`config.mk`:
```
export PLATFORM = sky130hd
export DESIGN_NAME = adpll_phase_det_flat
export DESIGN_NICKNAME = d
export VERILOG_FILES = /design/src/rtl/adpll_phase_det_if.sv /design/src/rtl/adpll_phase_det.sv /design/src/flat_wrapper.sv
export SDC_FILE = /design/constraint.sdc
export NUM_CORES = 1
export LEC_CHECK = 0
export CORE_MARGIN = 10
export CORE_UTILIZATION = 66
export DETAILED_ROUTE_END_ITERATION = 12
export PLACE_DENSITY = 0.88
export SETUP_SLACK_MARGIN = 0.5
export SYNTH_ARGS = -nofsm -noshare
export SYNTH_HDL_FRONTEND = slang
export SYNTH_SLANG_ARGS = --single-unit
```
`constraint.sdc`:
```
create_clock -name clk -period 15.55 [get_ports clk]
set_input_delay 2.3325 -clock clk [delete_from_list [all_inputs] [get_ports clk]]
set_output_delay 2.3325 -clock clk [all_outputs]
set_load 0.01 [all_outputs]
```
`src/rtl/adpll_phase_det_if.sv`:
```
// adpll_phase_det_if
//   Bundles the phase-detector sample inputs and error/lock outputs.
//   master : driver of en/tdc_word/fcw (loop controller or bench)
//   slave  : the phase detector itself
//   en        enable; low parks the detector in IDLE
//   tdc_word  DCO phase word, unsigned, wraps mod 2^TDC_W
//   fcw       frequency command word, unsigned fixed point
//   phase_err signed accumulated phase error
//   err_valid phase_err updated this cycle
//   locked    lock indicator (with hysteresis)
//   rej_cnt   rejected-sample count, saturating
`timescale 1ns/1ps
interface adpll_phase_det_if #(
  parameter int TDC_W = 12,
  parameter int FCW_W = 16,
  parameter int ERR_W = 16
);
  logic                    en;
  logic [TDC_W-1:0]        tdc_word;
  logic [FCW_W-1:0]        fcw;
  logic signed [ERR_W-1:0] phase_err;
  logic                    err_valid;
  logic                    locked;
  logic [7:0]              rej_cnt;

  modport master (output en, tdc_word, fcw,
                  input  phase_err, err_valid, locked, rej_cnt);
  modport slave  (input  en, tdc_word, fcw,
                  output phase_err, err_valid, locked, rej_cnt);
endinterface

```
`src/rtl/adpll_phase_det.sv`:
```
// adpll_phase_det
//   ADPLL digital phase detector. Each reference clock it differentiates the
//   TDC phase word, subtracts the measured DCO increment from the FCW and
//   accumulates the difference into a signed phase error. Samples whose
//   integer increment strays more than DELTA_TOL cycles from the FCW are
//   rejected and replaced by the predicted phase. Lock is reported with
//   hysteresis (LOCK_THR to enter after LOCK_CNT samples, UNLOCK_THR to leave).
// Ports
//   clk   reference clock, posedge
//   rst_n asynchronous active-low reset
//   bus   adpll_phase_det_if slave: en/tdc_word/fcw in,
//         phase_err/err_valid/locked/rej_cnt out
`timescale 1ns/1ps
module adpll_phase_det #(
  parameter int TDC_W      = 12,
  parameter int TDC_FRAC_W = 5,
  parameter int FCW_W      = 16,
  parameter int FCW_FRAC_W = 8,
  parameter int ACC_W      = 24,
  parameter int ERR_W      = 16,
  parameter int LOCK_THR   = 16,
  parameter int UNLOCK_THR = 64,
  parameter int LOCK_CNT   = 16,
  parameter int DELTA_TOL  = 4
) (
  input logic               clk,
  input logic               rst_n,
  adpll_phase_det_if.slave  bus
);
  // Alignment shift from TDC fraction to FCW fraction.
  localparam int SH    = FCW_FRAC_W - TDC_FRAC_W;
  localparam int DI_W  = TDC_W - TDC_FRAC_W;
  localparam int FI_W  = FCW_W - FCW_FRAC_W;
  localparam int DW    = (DI_W > FI_W ? DI_W : FI_W) + 2;
  localparam int MX0   = ACC_W > FCW_W ? ACC_W : FCW_W;
  localparam int SUM_W = (MX0 > TDC_W + SH ? MX0 : TDC_W + SH) + 2;
  localparam int CNT_W = $clog2(LOCK_CNT + 1);

  localparam logic signed [SUM_W-1:0] ACC_HI = SUM_W'((64'sd1 <<< (ACC_W-1)) - 64'sd1);
  localparam logic signed [SUM_W-1:0] ACC_LO = -ACC_HI - SUM_W'(1);
  localparam logic signed [ACC_W-1:0] ERR_HI = ACC_W'((64'sd1 <<< (ERR_W-1)) - 64'sd1);
  localparam logic signed [ACC_W-1:0] ERR_LO = -ERR_HI - ACC_W'(1);

  typedef enum logic [1:0] {IDLE, TRACK, LOCKED} state_t;

  state_t                  state;
  logic [TDC_W-1:0]        prev;
  logic signed [ACC_W-1:0] acc;
  logic [CNT_W-1:0]        lcnt;
  logic signed [ERR_W-1:0] phase_err_q;
  logic                    err_valid_q, locked_q;
  logic [7:0]              rej_cnt_q;

  // Combinational per-sample datapath
  logic [TDC_W-1:0]        delta, prev_pred;
  logic [DI_W-1:0]         delta_int;
  logic [FI_W-1:0]         fcw_int;
  logic signed [DW-1:0]    dev;
  logic [DW-1:0]           dev_abs;
  logic                    reject;
  logic signed [SUM_W-1:0] sum;
  logic signed [ACC_W-1:0] acc_sat, acc_new;
  logic signed [ERR_W-1:0] err_new;
  logic [ERR_W-1:0]        err_abs;
  logic                    in_lock, out_lock;

  always_comb begin
    // Modular subtraction unwraps the TDC counter wrap-around.
    delta     = bus.tdc_word - prev;
    delta_int = delta[TDC_W-1:TDC_FRAC_W];
    fcw_int   = bus.fcw[FCW_W-1:FCW_FRAC_W];
    dev       = $signed(DW'(delta_int)) - $signed(DW'(fcw_int));
    dev_abs   = dev[DW-1] ? DW'(-dev) : DW'(dev);
    reject    = dev_abs > DW'(DELTA_TOL);
    prev_pred = prev + TDC_W'(bus.fcw >> SH);

    sum = SUM_W'(acc) + $signed(SUM_W'(bus.fcw)) - $signed(SUM_W'(delta) << SH);
    if (sum > ACC_HI)      acc_sat = ACC_HI[ACC_W-1:0];
    else if (sum < ACC_LO) acc_sat = ACC_LO[ACC_W-1:0];
    else                   acc_sat = sum[ACC_W-1:0];
    acc_new = reject ? acc : acc_sat;

    if (acc_new > ERR_HI)      err_new = ERR_HI[ERR_W-1:0];
    else if (acc_new < ERR_LO) err_new = ERR_LO[ERR_W-1:0];
    else                       err_new = acc_new[ERR_W-1:0];

    // Unsigned magnitude: the most-negative code maps to 2^(ERR_W-1),
    // which is larger than any threshold.
    err_abs  = err_new[ERR_W-1] ? ERR_W'(-err_new) : ERR_W'(err_new);
    in_lock  = err_abs <= ERR_W'(LOCK_THR);
    out_lock = err_abs >  ERR_W'(UNLOCK_THR);
  end

  always_ff @(posedge clk or negedge rst_n) begin
    if (!rst_n) begin
      state       <= IDLE;
      prev        <= '0;
      acc         <= '0;
      lcnt        <= '0;
      phase_err_q <= '0;
      err_valid_q <= 1'b0;
      locked_q    <= 1'b0;
      rej_cnt_q   <= '0;
    end else if (!bus.en) begin
      // phase_err deliberately held for the loop filter.
      state       <= IDLE;
      err_valid_q <= 1'b0;
      locked_q    <= 1'b0;
    end else begin
      case (state)
        IDLE: begin
          prev        <= bus.tdc_word;
          acc         <= '0;
          lcnt        <= '0;
          rej_cnt_q   <= '0;
          err_valid_q <= 1'b0;
          state       <= TRACK;
        end
        default: begin
          err_valid_q <= 1'b1;
          phase_err_q <= err_new;
          acc         <= acc_new;
          if (reject) begin
            prev <= prev_pred;
            if (rej_cnt_q != 8'hFF) rej_cnt_q <= rej_cnt_q + 8'd1;
          end else begin
            prev <= bus.tdc_word;
          end
          if (state == LOCKED) begin
            if (out_lock) begin
              state    <= TRACK;
              locked_q <= 1'b0;
              lcnt     <= '0;
            end
          end else if (in_lock) begin
            if (lcnt == CNT_W'(LOCK_CNT - 1)) begin
              state    <= LOCKED;
              locked_q <= 1'b1;
              lcnt     <= '0;
            end else begin
              lcnt <= lcnt + CNT_W'(1);
            end
          end else begin
            lcnt <= '0;
          end
        end
      endcase
    end
  end

  assign bus.phase_err = phase_err_q;
  assign bus.err_valid = err_valid_q;
  assign bus.locked    = locked_q;
  assign bus.rej_cnt   = rej_cnt_q;
endmodule

```
`src/flat_wrapper.sv`:
```
// flat-port wrapper written by rule: the top's interface ports become plain ports
module adpll_phase_det_flat 
#(
  parameter int TDC_W      = 12,
  parameter int TDC_FRAC_W = 5,
  parameter int FCW_W      = 16,
  parameter int FCW_FRAC_W = 8,
  parameter int ACC_W      = 24,
  parameter int ERR_W      = 16,
  parameter int LOCK_THR   = 16,
  parameter int UNLOCK_THR = 64,
  parameter int LOCK_CNT   = 16,
  parameter int DELTA_TOL  = 4
)
  (clk, rst_n, bus_en, bus_tdc_word, bus_fcw, bus_phase_err, bus_err_valid, bus_locked, bus_rej_cnt);
  adpll_phase_det_if #(.TDC_W(TDC_W), .FCW_W(FCW_W), .ERR_W(ERR_W)) bus_i ();
  input logic clk;
  input logic rst_n;
  input wire logic [$bits(bus_i.en)-1:0] bus_en;
  input wire logic [$bits(bus_i.tdc_word)-1:0] bus_tdc_word;
  input wire logic [$bits(bus_i.fcw)-1:0] bus_fcw;
  output wire logic [$bits(bus_i.phase_err)-1:0] bus_phase_err;
  output wire logic [$bits(bus_i.err_valid)-1:0] bus_err_valid;
  output wire logic [$bits(bus_i.locked)-1:0] bus_locked;
  output wire logic [$bits(bus_i.rej_cnt)-1:0] bus_rej_cnt;
  assign bus_i.en = bus_en;
  assign bus_i.tdc_word = bus_tdc_word;
  assign bus_i.fcw = bus_fcw;
  assign bus_phase_err = bus_i.phase_err;
  assign bus_err_valid = bus_i.err_valid;
  assign bus_locked = bus_i.locked;
  assign bus_rej_cnt = bus_i.rej_cnt;
  adpll_phase_det #(.TDC_W(TDC_W), .TDC_FRAC_W(TDC_FRAC_W), .FCW_W(FCW_W), .FCW_FRAC_W(FCW_FRAC_W), .ACC_W(ACC_W), .ERR_W(ERR_W), .LOCK_THR(LOCK_THR), .UNLOCK_THR(UNLOCK_THR), .LOCK_CNT(LOCK_CNT), .DELTA_TOL(DELTA_TOL)) u_core (.clk(clk), .rst_n(rst_n), .bus(bus_i));
endmodule
```
==> flow_metrics.py <==
metrics = {
    "clocking": {
        "cts.sinks": 69,
        "clockBufferDepth": 2,
        "ctsResizeCount": 0,
        "worst_skew_pair.late_latency_ns": 0.34,
        "cts_tree": "yes",
        "htree_levels": 3,
        "cts_setup_buffers": 0,
        "cts_buffers": 9,
        "clockRootBuffer": "clkbuf_16",
        "cts_hold_buf": 0,
        "path_clk_slew_ns": 0.06,
    },
    "final_layout": {
        "diodes": 0,
        "stdcell_area_um2": 8720,
        "final_common_cell": "nand2_1",
        "drive_above_1_share_pct": 7.19,
        "nNetsFinal": 1109,
        "syn_to_final_growth_pct": 10.9,
        "fillCellCount": 883,
        "final_cell_mix": "81 x nand2_1, 80 x nor2_1, 78 x a21oi_1",
    },
    "timing": {
        "setup_tns_ns": 0,
        "skew_ns": 0.00672,
        "setup_viol": 0,
        "slew-limit-headroom_pct": 41.6,
        "drv_slew": 0,
        "fmax_mhz": 100,
        "min_period_ns": 9.97,
        "fin_ws_ns": 5.58,
        "rsz0062_at_grt": "no",
        "fin_crit_sh_pct": 64.1,
        "hold_violations": 0,
        "tightest_slew_ns": 0.852,
    },
    "placed_design": {
        "post-place-ws_ns": 5.41,
        "dp_hpwl_um": 16600,
        "io_buffer_count": 56,
        "gp_congestion": 1.02,
        "place_area_um2": 8450,
    },
    "yosys": {
        "synth_nets": 1081,
        "synth-seq-cells": 69,
        "synth_cells": 983,
        "synth-edff-count": 0,
        "synth_area_per_cell_um2": 8.00,
        "synthArstFlopShare_pct": 100,
        "yosysSeqAreaShare_pct": 21.9,
        "synth_cell_types": 98,
        "yosys_warnings": 0,
        "netlist_area_um2": 7870,
        "synth_flop_cell": "dfrtp_1",
    },
    "critical_path": {
        "worstSetupPathType": "in -> reg",
        "r2r-end": "u_core.lcnt[2]",
        "worst_ep_required_time_ns": 15.80,
        "cp-start-kind": "input pin",
        "crit_top_cell": "a21oi_1",
        "worstReg2RegStart": "u_core.prev[1]",
        "r2r_cells": 31,
        "crit_fanout": 46,
        "slowest_delay_ns": 0.53,
        "worst_path_max_delay_cell": "a31oi_1",
        "rrSetupSlack_ns": 7.63,
        "worst_setup_path_end_kind": "flip-flop",
        "cp_data_arrival_time_ns": 10.22,
    },
    "grt": {
        "grt_pass1_vias": 7177,
        "antenna_found_initial": 0,
        "grt.total_usage_pct": 25.8,
        "grt_max_degree": 70,
        "grt_pass1_wl_um": 35500,
        "grt-ovfl-total": 0,
    },
    "min_path": {
        "hold_depth": 1,
        "worstHoldStart": "u_core.bus.phase_err[9]",
        "hold_path.class": "reg -> reg",
        "hold_end": "u_core.bus.phase_err[9]",
    },
    "route": {
        "wl_um": 21700,
        "routed_via_density": 6.64,
        "route.detailed.drc": 0,
        "antenna_left": 0,
        "dr.pass1.iters": 5,
        "drt_iter0_drc": 794,
        "wl_per_cell_um": 18.8,
        "vias": 7697,
    },
    "die": {
        "die_y_um": 129,
        "pin_count": 57,
        "num_rows": 39,
        "die-width_um": 129,
        "dieArea_um2": 16700,
        "start_util_pct": 68.0,
        "core_area_um2": 11600,
    },
    "status": {
        "status": "finished, final reports clean",
    },
    "run": {
        "drv_cap": 0,
    },
}
## Yosys cell counts, types with 8 or more instances
cell | count | area [µm²]
a211oi_1 | 9 | 67.6
a21o_1 | 25 | 188
a21oi_1 | 78 | 390
a22o_1 | 16 | 140
and3_1 | 11 | 68.8
buf_2 | 15 | 75.1
clkbuf_1 | 27 | 101
dfrtp_1 | 69 | 1730
ha_1 | 62 | 776
inv_1 | 62 | 233
nand2_1 | 81 | 304
nand2b_1 | 16 | 100
nand3_1 | 30 | 150
nand4_1 | 13 | 81.3
nor2_1 | 80 | 300
nor2b_1 | 12 | 75.1
nor3_1 | 24 | 120
nor4_1 | 8 | 50.1
o211ai_1 | 9 | 67.6
o21ai_0 | 54 | 270
o21ai_1 | 12 | 60.1
o21bai_1 | 16 | 120
o22ai_1 | 10 | 62.6
o31ai_1 | 8 | 60.1
or3_1 | 8 | 50.1
xnor2_1 | 42 | 368
xor2_1 | 23 | 201
## registers in the layout, indices dropped and copies added (netlist names)
register / count
u_core.bus.phase_err: 16
u_core.bus.err_valid: 1
u_core.state: 2
u_core.bus.rej_cnt: 8
u_core.acc: 24
u_core.bus.locked: 1
u_core.lcnt: 5
u_core.prev: 12
## through the flow
| step | hold WS (ns) | util, % | cells |
|---|---|---|---|
| 3_5_place_dp | 0.470 | 73.1 | 1143 |
| 6_report | 0.484 | 75.4 | 1159 |
| 3_3_place_gp | 0.459 | 73.1 | 1143 |
| 5_1_grt | 0.513 | 75.4 | 1159 |
| 2_1_floorplan | 0.478 | - | 983 |
| 4_1_cts | 0.487 | 75.4 | 1159 |
## area by class of cell
class / instances / area (µm²) / area share (%)
inverters: 62 / 233 / 2.67
well taps: 143 / 179 / 2.05
multi-input cells: 808 / 5720 / 65.6
flip-flops and latches: 69 / 1730 / 19.8
clock buffers: 10 / 229 / 2.62
repair buffers: 61 / 593 / 6.80
clock inverters: 6 / 40.0 / 0.459
## layer usage
layer / routed length (µm) / part of all wire [%] / global-route usage [%]
met3: 1770 / 8.1 / 5.46
met4: 793 / 3.6 / 10.7
met5: 0 / 0 / 0
met1: 9360 / 43 / 33.4
met2: 9820 / 45 / 41.2
## worst max-delay path: cells and delay by family
kind / cells / cell delay (ns)
AO/OA/AOI/OAI: 13 / 2.94
AND/OR/NAND/NOR: 8 / 2.33
adder cells (fa/ha/maj): 3 / 1.03
buffers and inverters: 4 / 1.01
multiplexers: 2 / 0.43
XOR/XNOR: 1 / 0.10
## worst max-delay path by stage
stage / start / endpoint / cells after the start
after floorplan: bus_tdc_word[0] / u_core.state[0] / 31
after global placement: bus_tdc_word[0] / u_core.state[0] / 31
after detailed placement: bus_tdc_word[0] / u_core.lcnt[2] / 31
after CTS: bus_tdc_word[0] / u_core.lcnt[2] / 31
after global routing: bus_tdc_word[0] / u_core.bus.locked / 31
final: bus_tdc_word[0] / u_core.lcnt[2] / 31
## logic make-up (layout without fill, tap and decap cells)
| logic type | after synthesis | after routing | synth area share, % |
|---|---|---|---|
| AOI/OAI and AO/OA | 335 | 335 | 30.5 |
| buffers and inverters | 106 | 139 | 5.36 |
| DFF | 69 | 69 | 21.9 |
| adders and majority gates | 67 | 67 | 11.1 |
| xor gates and xnor gates | 68 | 68 | 7.86 |
| muxes | 10 | 10 | 1.37 |
| and+or+nand+nor | 328 | 328 | 21.8 |
Power is not shown: default switching activity piles up to over one toggle a cycle in this logic, so the estimate is an artifact.
